`config.mk`:
```
export PLATFORM = sky130hd
export DESIGN_NAME = adam_periph_uart_rx
export DESIGN_NICKNAME = d
export VERILOG_FILES = /design/src/rtl/adam_periph_uart_pkg.sv /design/src/rtl/adam_periph_uart_sync.sv /design/src/rtl/adam_periph_uart_rx.sv
export SDC_FILE = /design/constraint.sdc
export NUM_CORES = 1
export LEC_CHECK = 0
export ABC_AREA = 1
export ABC_CLOCK_PERIOD_IN_PS = 2400
export BUFFER_PORTS_ARGS = -buffer_cell sky130_fd_sc_hd__buf_4
export CAP_MARGIN = 20
export CORE_ASPECT_RATIO = 1.25
export CORE_UTILIZATION = 58
export DETAILED_ROUTE_END_ITERATION = 10
export PLACE_DENSITY = 0.81
export SYNTH_ARGS = -nofsm -noshare
export SYNTH_HDL_FRONTEND = slang
export SYNTH_SLANG_ARGS = --single-unit
export TNS_END_PERCENT = 20
```
`constraint.sdc`:
```
create_clock -name clk -period 2.4 [get_ports clk]
set_clock_uncertainty 0.15 [all_clocks]
set_input_delay 0.48 -clock clk [delete_from_list [all_inputs] [get_ports clk]]
set_output_delay 0.48 -clock clk [all_outputs]
set_load 0.01 [all_outputs]
```
`src/rtl/adam_periph_uart_pkg.sv`:
```
`default_nettype none
// ============================================================================
// Module  : adam_periph_uart_pkg
// Brief   : Shared types and constants for the adam UART peripheral (RX/TX).
// Revision: 1.0 - initial release
// ============================================================================
package adam_periph_uart_pkg;

    typedef enum logic [2:0] {
        IDLE   = 3'd0,
        START  = 3'd1,
        DATA   = 3'd2,
        PARITY = 3'd3,
        STOP   = 3'd4
    } rx_state_t;

    localparam logic PARITY_EVEN = 1'b0;
    localparam logic PARITY_ODD  = 1'b1;

    localparam int SHIFT_WIDTH = 16;

endpackage
`default_nettype wire

```
`src/rtl/adam_periph_uart_sync.sv`:
```
`default_nettype none
// ============================================================================
// Module  : adam_periph_uart_sync
// Brief   : Two-flop synchroniser for an asynchronous single-bit input.
// Revision: 1.0 - initial release
// ============================================================================
module adam_periph_uart_sync #(
    parameter logic RESET_VALUE = 1'b1
) (
    input  logic clk,
    input  logic rst,
    input  logic d_i,
    output logic q_o
);

    logic meta_q;
    logic sync_q;

    always_ff @(posedge clk) begin
        if (rst) begin
            meta_q <= RESET_VALUE;
            sync_q <= RESET_VALUE;
        end else begin
            meta_q <= d_i;
            sync_q <= meta_q;
        end
    end

    assign q_o = sync_q;

endmodule
`default_nettype wire

```
`src/rtl/adam_periph_uart_rx.sv`:
```
`default_nettype none
// ============================================================================
// Module  : adam_periph_uart_rx
// Brief   : UART receiver with valid/ready word output and pause handshake.
// Revision: 1.0 - initial release
// ============================================================================
module adam_periph_uart_rx
    import adam_periph_uart_pkg::*;
#(
    parameter int  DATA_WIDTH = 32,
    parameter type data_t     = logic [DATA_WIDTH-1:0]
) (
    input  logic        clk,
    input  logic        rst,
    input  logic        pause_req,
    output logic        pause_ack,
    input  logic        parity_select,
    input  logic        parity_control,
    input  logic [3:0]  data_length,
    input  logic        stop_bits,
    input  data_t       baud_rate,
    output data_t       data,
    output logic        data_valid,
    input  logic        data_ready,
    output logic        parity_error,
    output logic        frame_error,
    output logic        overrun,
    input  logic        rx
);

    logic w_rx_s;
    logic rx_prev_q;

    rx_state_t               state_q, state_d;
    data_t                   clk_count_q, clk_count_d;
    logic [3:0]              bit_idx_q, bit_idx_d;
    logic [SHIFT_WIDTH-1:0]  shift_q, shift_d;
    logic                    par_q, par_d;
    logic                    perr_q, perr_d;
    logic                    ferr_q, ferr_d;
    logic                    done_q, done_d;
    logic                    pause_ack_q, pause_ack_d;
    data_t                   data_q, data_d;
    logic                    data_valid_q, data_valid_d;
    logic                    parity_error_q, parity_error_d;
    logic                    frame_error_q, frame_error_d;
    logic                    overrun_q, overrun_d;

    logic w_mid_bit;
    logic w_full_bit;
    logic unused_stop_bits;

    // The receiver only checks the first stop bit; extra stop time is idle line.
    assign unused_stop_bits = stop_bits;

    adam_periph_uart_sync #(
        .RESET_VALUE (1'b1)
    ) u_rx_sync (
        .clk (clk),
        .rst (rst),
        .d_i (rx),
        .q_o (w_rx_s)
    );

    assign w_mid_bit  = (clk_count_q == (baud_rate >> 1));
    assign w_full_bit = (clk_count_q == baud_rate);

    always_comb begin
        state_d        = state_q;
        clk_count_d    = clk_count_q;
        bit_idx_d      = bit_idx_q;
        shift_d        = shift_q;
        par_d          = par_q;
        perr_d         = perr_q;
        ferr_d         = ferr_q;
        done_d         = 1'b0;
        pause_ack_d    = pause_ack_q;
        data_d         = data_q;
        data_valid_d   = data_valid_q;
        parity_error_d = parity_error_q;
        frame_error_d  = frame_error_q;
        overrun_d      = 1'b0;

        case (state_q)
            IDLE: begin
                if (pause_req) begin
                    pause_ack_d = 1'b1;
                end else if (pause_ack_q) begin
                    pause_ack_d = 1'b0;
                end else if (rx_prev_q && !w_rx_s) begin
                    state_d     = START;
                    clk_count_d = '0;
                    bit_idx_d   = '0;
                    shift_d     = '0;
                    par_d       = 1'b0;
                    perr_d      = 1'b0;
                    ferr_d      = 1'b0;
                end
            end
            START: begin
                if (w_mid_bit) begin
                    clk_count_d = '0;
                    if (w_rx_s) begin
                        state_d = IDLE;
                    end else if (data_length == 4'd0) begin
                        state_d = parity_control ? PARITY : STOP;
                    end else begin
                        state_d = DATA;
                    end
                end else begin
                    clk_count_d = clk_count_q + data_t'(1);
                end
            end
            DATA: begin
                if (w_full_bit) begin
                    clk_count_d        = '0;
                    shift_d[bit_idx_q] = w_rx_s;
                    par_d              = par_q ^ w_rx_s;
                    if (bit_idx_q == data_length - 4'd1) begin
                        state_d = parity_control ? PARITY : STOP;
                    end else begin
                        bit_idx_d = bit_idx_q + 4'd1;
                    end
                end else begin
                    clk_count_d = clk_count_q + data_t'(1);
                end
            end
            PARITY: begin
                if (w_full_bit) begin
                    clk_count_d = '0;
                    perr_d      = w_rx_s ^ par_q ^ (parity_select == PARITY_ODD);
                    state_d     = STOP;
                end else begin
                    clk_count_d = clk_count_q + data_t'(1);
                end
            end
            STOP: begin
                if (w_full_bit) begin
                    clk_count_d = '0;
                    ferr_d      = !w_rx_s;
                    done_d      = 1'b1;
                    state_d     = IDLE;
                end else begin
                    clk_count_d = clk_count_q + data_t'(1);
                end
            end
            default: state_d = IDLE;
        endcase

        // A completed frame only replaces the output word if the slot is free or draining.
        if (done_q) begin
            if (!data_valid_q || data_ready) begin
                data_d         = data_t'(shift_q);
                parity_error_d = perr_q;
                frame_error_d  = ferr_q;
                data_valid_d   = 1'b1;
            end else begin
                overrun_d = 1'b1;
            end
        end else if (data_valid_q && data_ready) begin
            data_valid_d = 1'b0;
        end
    end

    always_ff @(posedge clk) begin
        if (rst) begin
            rx_prev_q      <= 1'b1;
            state_q        <= IDLE;
            clk_count_q    <= '0;
            bit_idx_q      <= '0;
            shift_q        <= '0;
            par_q          <= 1'b0;
            perr_q         <= 1'b0;
            ferr_q         <= 1'b0;
            done_q         <= 1'b0;
            pause_ack_q    <= 1'b0;
            data_q         <= '0;
            data_valid_q   <= 1'b0;
            parity_error_q <= 1'b0;
            frame_error_q  <= 1'b0;
            overrun_q      <= 1'b0;
        end else begin
            rx_prev_q      <= w_rx_s;
            state_q        <= state_d;
            clk_count_q    <= clk_count_d;
            bit_idx_q      <= bit_idx_d;
            shift_q        <= shift_d;
            par_q          <= par_d;
            perr_q         <= perr_d;
            ferr_q         <= ferr_d;
            done_q         <= done_d;
            pause_ack_q    <= pause_ack_d;
            data_q         <= data_d;
            data_valid_q   <= data_valid_d;
            parity_error_q <= parity_error_d;
            frame_error_q  <= frame_error_d;
            overrun_q      <= overrun_d;
        end
    end

    assign pause_ack    = pause_ack_q;
    assign data         = data_q;
    assign data_valid   = data_valid_q;
    assign parity_error = parity_error_q;
    assign frame_error  = frame_error_q;
    assign overrun      = overrun_q;

endmodule
`default_nettype wire

```
# == Word-level counts from Yosys, hierarchy flattened ==
# Index checks and enable logic that the tools add are counted.
# totals
ramBits,0
reg_bits,83
mem_bits_ro,0
mem_count,0
input_bits,44
output_inout_bits,37
latch_bits,0
wordCells,114
# classes
n_mux,47
n_reduce_logical,24
n_bitwise,4
n_eq_ne,17
shift,0
div,0
order_cmp,2
mul,0
n_addsub,3
# ops
op,n
2-to-1 mux 32 bit,5
case mux 32 bit (3 select lines),1
2-to-1 mux 16 bit,4
2-to-1 mux 3 bit,11
adder 32 x 1 -> 32 bit (second input constant),1
== test 32 x 31 -> 1 bit,1
== test 32 bit,1
case mux 16 bit (2 select lines),1
2-to-1 mux 4 bit,5
inequality test 2 bit (second input constant),9
bitwise mux 16 bit,1
case mux 3 bit (5 select lines),1
AND reduction 5 bit,3
2-to-1 mux 1 bit,13
case mux 4 bit (2 select lines),1
AND reduction 8 bit,1
nonzero test 2 bit,4
== test 3 x 2 -> 1 bit (second input constant),2
case mux 1 bit (2 select lines),3
AND reduction 6 bit,1
less-than comparator 4 x 5 -> 1 bit (second input constant),1
adder 4 x 1 -> 4 bit (second input constant),1
demux 1 bit (select 4 bit),1
== test 4 bit,1
other kinds (17),24

# == Logic depth before layout (Yosys ltp) ==
# Gate-level depths: netlist of run 1.
# logic_depth
word_depth,7
ltp_mapped,15
mapped_depth_nobuf,15

# == Cells and area by module ==
# Synthesis of run 1 repeated with hierarchy kept, for this count alone.
# unflattened
hier_cells,849
hier_area_um2,5375.2
# by_module_without_submodules
module,seq_area_each_um2,cells_per_inst,instances,area_each_um2
adam_periph_uart_rx,1621.6,842,1,5316.3
adam_periph_uart_sync,40.0,7,1,58.8

# == Least setup slack after synthesis of run 1 ==
# Ideal clock, no wire load.
# synth_timing
path_type,in2reg
from,input port baud_rate[5] (netlist name)
to,register clk_count_q[21] (netlist name)
n_path_buf,1
required_ns,2.133
slack_ns,0.455
cell_stages,13
arrival_ns,1.678
setup_time_ns,0.117
cell_sequence,inv_1 > nand2_1 > nand2_1 > nand2_1 > nor2_1 > nand2_1 > nor2_1 > nand2_1 > nand2_1 > nand3_2 > nand2_1 > buf_2 > nor2_1
# synth_via
elab_chain_cells,3
elab_cells_between_ends,5
classes_between,2 x eq/ne; 3 x mux
# synth_lines
item,line,rtl
"start, declared",adam_periph_uart_rx.sv:21,"input data_t baud_rate,"
== test 32 bit / == test 32 x 31 -> 1 bit (equally long branches),"adam_periph_uart_rx.sv:66, adam_periph_uart_rx.sv:65",
"2-to-1 mux 32 bit, on equally long branches",--,
case mux 32 bit (3 select lines) *,adam_periph_uart_rx.sv:84,case (state_q)
"end signal, assigned",adam_periph_uart_rx.sv:185,clk_count_q <= clk_count_d;
"end, declared",adam_periph_uart_rx.sv:35,"data_t clk_count_q, clk_count_d;"
# Mark *: on every way between the ends. The rest lies on a longest branch, timed or not.
# A chain may end at the register's enable or synchronous reset.

# == Final worst setup path of run 1 ==
# layout_timing
from,register clk_count_q[17] (netlist name)
to,register clk_count_q[30] (netlist name)
# layout_via
elab_chain_cells,3
elab_cells_between_ends,6
classes_between,1 x add/sub; 2 x eq/ne; 3 x mux
# layout_lines
item,line
"adder 32 x 1 -> 32 bit, or another cell as far along",--
"2-to-1 mux 32 bit, on equally long branches",--
case mux 32 bit (3 select lines) *,adam_periph_uart_rx.sv:84
# Marks and branches as above.

==> results of run 1 <==
registers in the layout, summed over array words and instances, names as in the netlist, 3 cells and up:
| name | count |
|---|---|
| state_q | 3 |
| data | 16 |
| clk_count_q | 32 |
| bit_idx_q | 4 |
| shift_q | 16 |
final timing paths:
path | startpoint | endpoint | slack (ns) | cells past startpoint
max | clk_count_q[17] | clk_count_q[30] | 0.18 | 16
min | rx | u_rx_sync.meta_q | 0.13 | 2
max reg2reg | clk_count_q[17] | clk_count_q[30] | 0.18 | 16
min reg2reg | u_rx_sync.meta_q | u_rx_sync.q_o | 0.27 | 1
per-layer routing:
layer	wire, um	up-vias	global-route usage [%]
met4	403	0	13.8
met3	678	40	4.69
met5	0	-	0
met2	7460	167	60.3
li1	-	2839	-
met1	5640	2566	33.8
area by class of cell:
type	count	share of cell area (%)
Tap cell	120	2.42
Inverter	122	7.37
Clock buffer	9	1.99
Timing Repair Buffer	86	10.8
Multi-Input combinational cell	643	49.2
Sequential cell	83	26.7
Clock inverter	7	1.53
power by group through the flow:
| stage | Combinational (mW) | Sequential, mW | Clock, mW |
|---|---|---|---|
| 2_1_floorplan | 0.881 | 1.51 | 0 |
| 3_3_place_gp | 1.24 | 1.53 | 0 |
| 3_5_place_dp | 1.27 | 1.53 | 0 |
| 4_1_cts | 1.28 | 1.50 | 1.14 |
| 5_1_grt | 1.45 | 1.51 | 1.19 |
| 6_report | 1.29 | 1.50 | 1.13 |
stage by stage:
step	TNS, ns	instances	utilization [%]
final	0	1070	70.7
after global routing	-0.00343	1070	70.7
after CTS	0	1070	70.6
after detailed placement	0	1054	68.1
after global placement	0	1054	68.1
after floorplan	0	889	-
Yosys cell counts, types with 3 or more instances:
master | count | area share [%]
a21oi_1 | 35 | 3.3
buf_2 | 10 | 0.94
buf_4 | 16 | 2.2
clkbuf_1 | 12 | 0.84
clkbuf_2 | 3 | 0.28
dfxtp_1 | 83 | 31
ha_1 | 6 | 1.4
inv_1 | 120 | 8.4
nand2_1 | 246 | 17
nand3_1 | 54 | 5.1
nand4_1 | 22 | 2.6
nor2_1 | 122 | 8.6
nor2_2 | 3 | 0.35
nor3_1 | 20 | 1.9
nor3b_1 | 3 | 0.42
nor4_1 | 3 | 0.35
o21ai_0 | 50 | 4.7
xnor2_1 | 37 | 6.1
xor2_1 | 4 | 0.66
kinds of logic after synthesis:
group                      after synthesis  share of synthesized area, %
and+or+nand+nor                        484                          38.3
buffers and inverters                  163                          12.9
AOI/OAI and AO/OA                       96                          9.47
DFF                                     83                          31.1
xor gates and xnor gates                41                          6.72
adders and majority gates                6                          1.41
other                                    1                        0.0702
timing repair:
action | CTS | global route
setup buffers | 0 | 0
endpoints found under the setup margin | 0 | 5
gates resized for setup | 0 | 4
hold endpoints to repair | 0 | 0
hold buffers | 0 | 0
==> flow_metrics.py, run 1 <==
metrics = {
    "cells_and_area": {
        "final_common_cell": "nand2_1",
        "final_area_um2": 6220,
        "antenna_cells": 0,
        "regArea_um2": 1660,
        "drive_gt1_share_pct": 12.5,
        "fillers": 792,
        "multi_input_area_um2": 3060,
        "nets": 995,
        "most-common-layout-cells": "246 x nand2_1, 120 x inv_1, 120 x nor2_1, 84 x buf_4, 83 x dfxtp_1",
        "synthToLayoutAreaGrowth_pct": 16.4,
    },
    "min_path": {
        "hold_class": "in -> reg",
    },
    "sta": {
        "worst_slew_margin_rel_pct": 65.4,
        "tightest_slew_ns": 0.515,
        "min_period_over_period_pct": 92.6,
        "max_freq_mhz": 450,
        "rsz0062_at_grt": "yes",
        "hold_ws_ns": 0.131,
        "setup_ws_ns": 0.177,
        "setup_viol": 0,
        "drv_slew": 0,
        "hold_viol_final": 0,
        "fin_crit_ns": 2.22,
    },
    "global_route": {
        "grt_overflow": 0,
        "antenna_found_initial": 0,
        "track_usage_pct": 31.6,
        "grt_pass1_wl_um": 23600,
        "first_global_vias": 5373,
        "grt_max_degree": 35,
    },
    "cts": {
        "clock_path_buffers": 2,
        "cts_tree": "built",
        "cts_root_buf": "clkbuf_8",
        "cts_buffers": 9,
        "clk_pin_slew_worst_paths_ns": 0.10,
        "htreeDepth": 3,
        "clock-sinks": 83,
        "clock_latency_ns": 0.38,
    },
    "power": {
        "leakage_nw": 2.86,
        "p_per_area_nw_per_um2": 631,
        "ir_drop_uv": 512,
        "pwr-share-seq_pct": 38.2,
        "power_switching_mw": 1.54,
        "internal_power_mw": 2.38,
        "netSwitchingFraction_pct": 39.2,
        "combPwrFrac_pct": 32.9,
        "p_total_mw": 3.92,
        "power.share.clock_pct": 28.9,
    },
    "logic_synthesis": {
        "yosys.cell_types.count": 38,
        "ys_warn_count": 0,
        "synth_cells": 874,
        "ys.flop_type": "dfxtp_1",
        "synth_edf_count": 0,
        "syn_avg_cell_area_um2": 6.11,
        "seq_area_frac_synth_pct": 31.1,
        "syn_area_um2": 5340,
        "synth-async-reset-ratio_pct": 0,
        "ys_ff_latch": 83,
    },
    "route": {
        "vias_per_cell": 5.24,
        "firstDrtPassIters": 5,
        "initialDrtViolationCount": 295,
        "ant_nets": 0,
        "drcViolationCount": 0,
        "wire_per_inst_um": 13.3,
        "via_count": 5612,
        "totalWireLength_um": 14200,
    },
    "worst_setup_path": {
        "worstSetupPathType": "reg -> reg",
        "cp_top_family": "simple AND/OR/NAND/NOR gates",
        "slowest_delay_ns": 0.44,
        "crit_fanout": 17,
        "critPathCaptureType": "flip-flop",
        "critPathRequiredTime_ns": 2.54,
        "cp-start-kind": "flip-flop",
        "crit_arrival_ns": 2.36,
        "worst_path_max_delay_cell": "dfxtp_1",
        "crit_top_cell": "nand2_1",
        "critical_path.cell_chain": "inv_1, nand2_1, nand2_1, inv_1, nand2_1, nor2_1, nand2_1, nor2_1, nand2_1, nand2_1, nand3_2, nand2_1, buf_12, nor2_1, nand2_1, inv_1",
        "worstPathBufferInverterCount": 4,
    },
    "placement": {
        "routabilityCongestion": 0.938,
        "numPortBuffers": 63,
        "pre_cts_ws_ns": 0.0200,
        "placed_area_um2": 5990,
        "hpwl_um": 10800,
    },
    "run": {
        "cap_violations": 0,
    },
    "floorplan": {
        "coreArea_um2": 8800,
        "start_util_pct": 60.7,
        "die_area_um2": 9600,
        "die_y_um": 109,
        "fp.dieW_um": 87.8,
        "rows": 38,
        "io_pins": 81,
    },
    "outcome": {
        "outcome": "complete, no violations",
    },
}
No activity file was read; power rests on OpenSTA's default activity.
==> inputs of run 2 (changes only) <==
--- a/config.mk
+++ b/config.mk
@@ -6,13 +6,14 @@
 export NUM_CORES = 1
 export LEC_CHECK = 0
 export ABC_AREA = 1
-export ABC_CLOCK_PERIOD_IN_PS = 2400
+export ABC_CLOCK_PERIOD_IN_PS = 1800
 export BUFFER_PORTS_ARGS = -buffer_cell sky130_fd_sc_hd__buf_4
 export CAP_MARGIN = 20
 export CORE_ASPECT_RATIO = 1.25
-export CORE_UTILIZATION = 58
+export CORE_UTILIZATION = 52
+export CTS_BUF_LIST = sky130_fd_sc_hd__clkbuf_16
 export DETAILED_ROUTE_END_ITERATION = 10
-export PLACE_DENSITY = 0.81
+export PLACE_DENSITY = 0.77
 export SYNTH_ARGS = -nofsm -noshare
 export SYNTH_HDL_FRONTEND = slang
 export SYNTH_SLANG_ARGS = --single-unit
==> constraint.sdc (replaced) <==
create_clock -name clk -period 1.8 [get_ports clk]
set_clock_uncertainty 0.15 [all_clocks]
set_input_delay 0 -clock clk [delete_from_list [all_inputs] [get_ports clk]]
set_output_delay 0 -clock clk [all_outputs]
set_load 0.01 [all_outputs]
==> run 2 against run 1 <==
Compared with the run above:
- the flow now finishes with violations (setup timing)
- via count increased by 14%
- clock-buffer cell count unchanged
- fmax increased by 5.0%
- sequential power is 33% higher
- worst hold slack got worse by 0.10 ns
- wire length is 27% higher
- sequential share of layout area decreased by 5.0 points
- final cell count grew 12%
- first-iteration DRC count increased by 91%
- sequential cell count did not move
- clock power increased by 68%
- worst setup slack lost 0.49 ns
==> flow_metrics.py, run 2 (synthesized netlist as in run 1, its figures left out) <==
metrics = {
    "route": {
        "totalWireLength_um": 18100,
        "initialDrtViolationCount": 562,
        "ant_nets": 0,
        "firstDrtPassIters": 5,
        "wire_per_inst_um": 15.1,
        "via_count": 6406,
        "vias_per_cell": 5.35,
        "drcViolationCount": 0,
    },
    "sta": {
        "fin_crit_ns": 2.12,
        "min_period_over_period_pct": 118,
        "drv_slew": 0,
        "hold_ws_ns": 0.0308,
        "rsz0062_at_grt": "yes",
        "setup_viol": 59,
        "hold_viol_final": 0,
        "setup_ws_ns": -0.317,
        "max_freq_mhz": 472,
    },
    "cts": {
        "clock_latency_ns": 0.35,
        "clock_path_buffers": 2,
        "clock-sinks": 83,
        "cts_tree": "built",
        "cts_root_buf": "clkbuf_16",
        "clk_pin_slew_worst_paths_ns": 0.07,
        "cts_buffers": 9,
        "htreeDepth": 3,
    },
    "cells_and_area": {
        "nets": 1113,
        "most-common-layout-cells": "218 x nand2_1, 177 x buf_4, 109 x inv_1, 96 x nor2_1, 55 x dfxtp_1",
        "antenna_cells": 0,
        "fillers": 740,
        "largest_reg_flops": 32,
        "synthToLayoutAreaGrowth_pct": 47.3,
        "final_common_cell": "nand2_1",
        "top_register": "clk_count_q",
        "drive_gt1_share_pct": 33.3,
        "postLayoutCoreUtil_pct": 78.2,
    },
    "outcome": {
        "outcome": "complete, but fails checks",
        "violations": "setup timing",
    },
    "worst_setup_path": {
        "r2r_cells": 10,
        "r2r-end": "clk_count_q[31]",
        "critPathRequiredTime_ns": 1.94,
        "crit_arrival_ns": 2.25,
        "critPathCaptureType": "flip-flop",
        "crit_fanout": 4,
        "r2r_start": "clk_count_q[16]",
        "worstSetupPathType": "reg -> reg",
        "r2r_setup_slack_ns": -0.32,
        "cp-start-kind": "flip-flop",
    },
    "floorplan": {
        "rows": 41,
        "io_pins": 81,
        "fp.dieW_um": 92.6,
        "die_y_um": 115,
        "die_area_um2": 10700,
        "coreArea_um2": 10100,
        "start_util_pct": 53.1,
    },
    "global_route": {
        "grt_max_degree": 29,
        "gr-usage-met1_pct": 32.5,
        "grt_pass1_wl_um": 25900,
        "gr-max-usage-layer": "met2",
        "grt_util_met2_pct": 58.4,
        "antenna_found_initial": 0,
        "gr-usage-met3_pct": 4.37,
        "track_usage_pct": 31.0,
        "grt_overflow": 0,
        "first_global_vias": 5788,
    },
    "placement": {
        "hpwl_um": 11400,
        "numPortBuffers": 63,
        "routabilityCongestion": 0.980,
    },
    "power": {
        "p_per_area_nw_per_um2": 828,
        "leakage_nw": 3.64,
        "ir_drop_uv": 734,
    },
    "min_path": {
        "hold_class": "in -> reg",
        "hold_depth": 7,
        "min_from": "data_length[3]",
        "min_to": "state_q[1]",
    },
    "run": {
        "cap_violations": 0,
    },
}
-- run 2: cell count changes in the layout (fill, tap and decap cells not counted), moves of 11 or more --
cell and change:
buf_4 +93, buf_6 +12, dfxtp_1 -28, dfxtp_2 +23
inv_1 -11, nand2_1 -28, nand2_2 +21, nand3_1 -11
nor2_1 -24, nor2_2 +14
-- run 2: layer usage --
layer | vias up | routed length (um) | part of all wire (%)
li1 | 3092 | - | -
met1 | 2912 | 6380 | 35
met2 | 312 | 9520 | 53
met3 | 90 | 1190 | 6.6
met4 | 0 | 986 | 5.5
met5 | - | 0 | 0
-- run 2: timing repair --
item,4_1_cts,5_1_grt
hold buffers,7,0
pin swaps,45,42
setup buffers,7,4
endpoints found under the hold margin,16,0
endpoints found under the setup margin,59,59
gates resized for setup,69,90
cloned,2,1
-- run 2: worst max-delay path, cell delays in order, from the launching register on --
cell and delay, ns:
dfxtp_4 0.38, inv_2 0.05, nor3_2 0.16, buf_4 0.18
nand4_1 0.20, nor2_1 0.22, nand2_1 0.15, nor2_2 0.14
nand2_1 0.09, or2_1 0.22, a21oi_1 0.11
-- run 2: cell type report --
type                       count  area (um2)  area share, %
multi-input combinational    643        3520           44.8
timing repair buffer         204        1710           21.8
sequential                    83        1710           21.7
inverter                     122         460           5.85
clock buffer                   9         225           2.86
tap                          129         161           2.05
clock inverter                 7        73.8          0.938
-- run 2: how the worst max path moves through the flow --
stage	startpoint	to	slack, ns	cells past startpoint
floorplan	state_q[1]	clk_count_q[30]	-0.009	11
finish	clk_count_q[16]	clk_count_q[31]	-0.32	10
global placement	clk_count_q[17]	bit_idx_q[1]	-0.26	14
CTS	clk_count_q[15]	shift_q[14]	-0.17	13
detailed placement	clk_count_q[17]	bit_idx_q[0]	-0.31	13
global route	clk_count_q[13]	clk_count_q[31]	-0.50	10
-- run 2: where the power goes --
group	switching, mW	internal (mW)
Combinational	1.54	1.08
Clock	0.905	0.992
Sequential	0.0758	1.91
-- run 2: stage by stage --
stage / setup slack [ns] / setup TNS [ns] / power (mW) / cells / instance area, um2
2_1_floorplan: -0.00927 / -0.0276 / 3.24 / 889 / 5490
6_report: -0.317 / -12.29 / 6.51 / 1197 / 7870
3_5_place_dp: -0.311 / -12.15 / 4.10 / 1161 / 6830
3_3_place_gp: -0.258 / -10.97 / 4.08 / 1161 / 6830
4_1_cts: -0.167 / -6.89 / 6.22 / 1192 / 7510
5_1_grt: -0.499 / -19.68 / 6.79 / 1197 / 7870
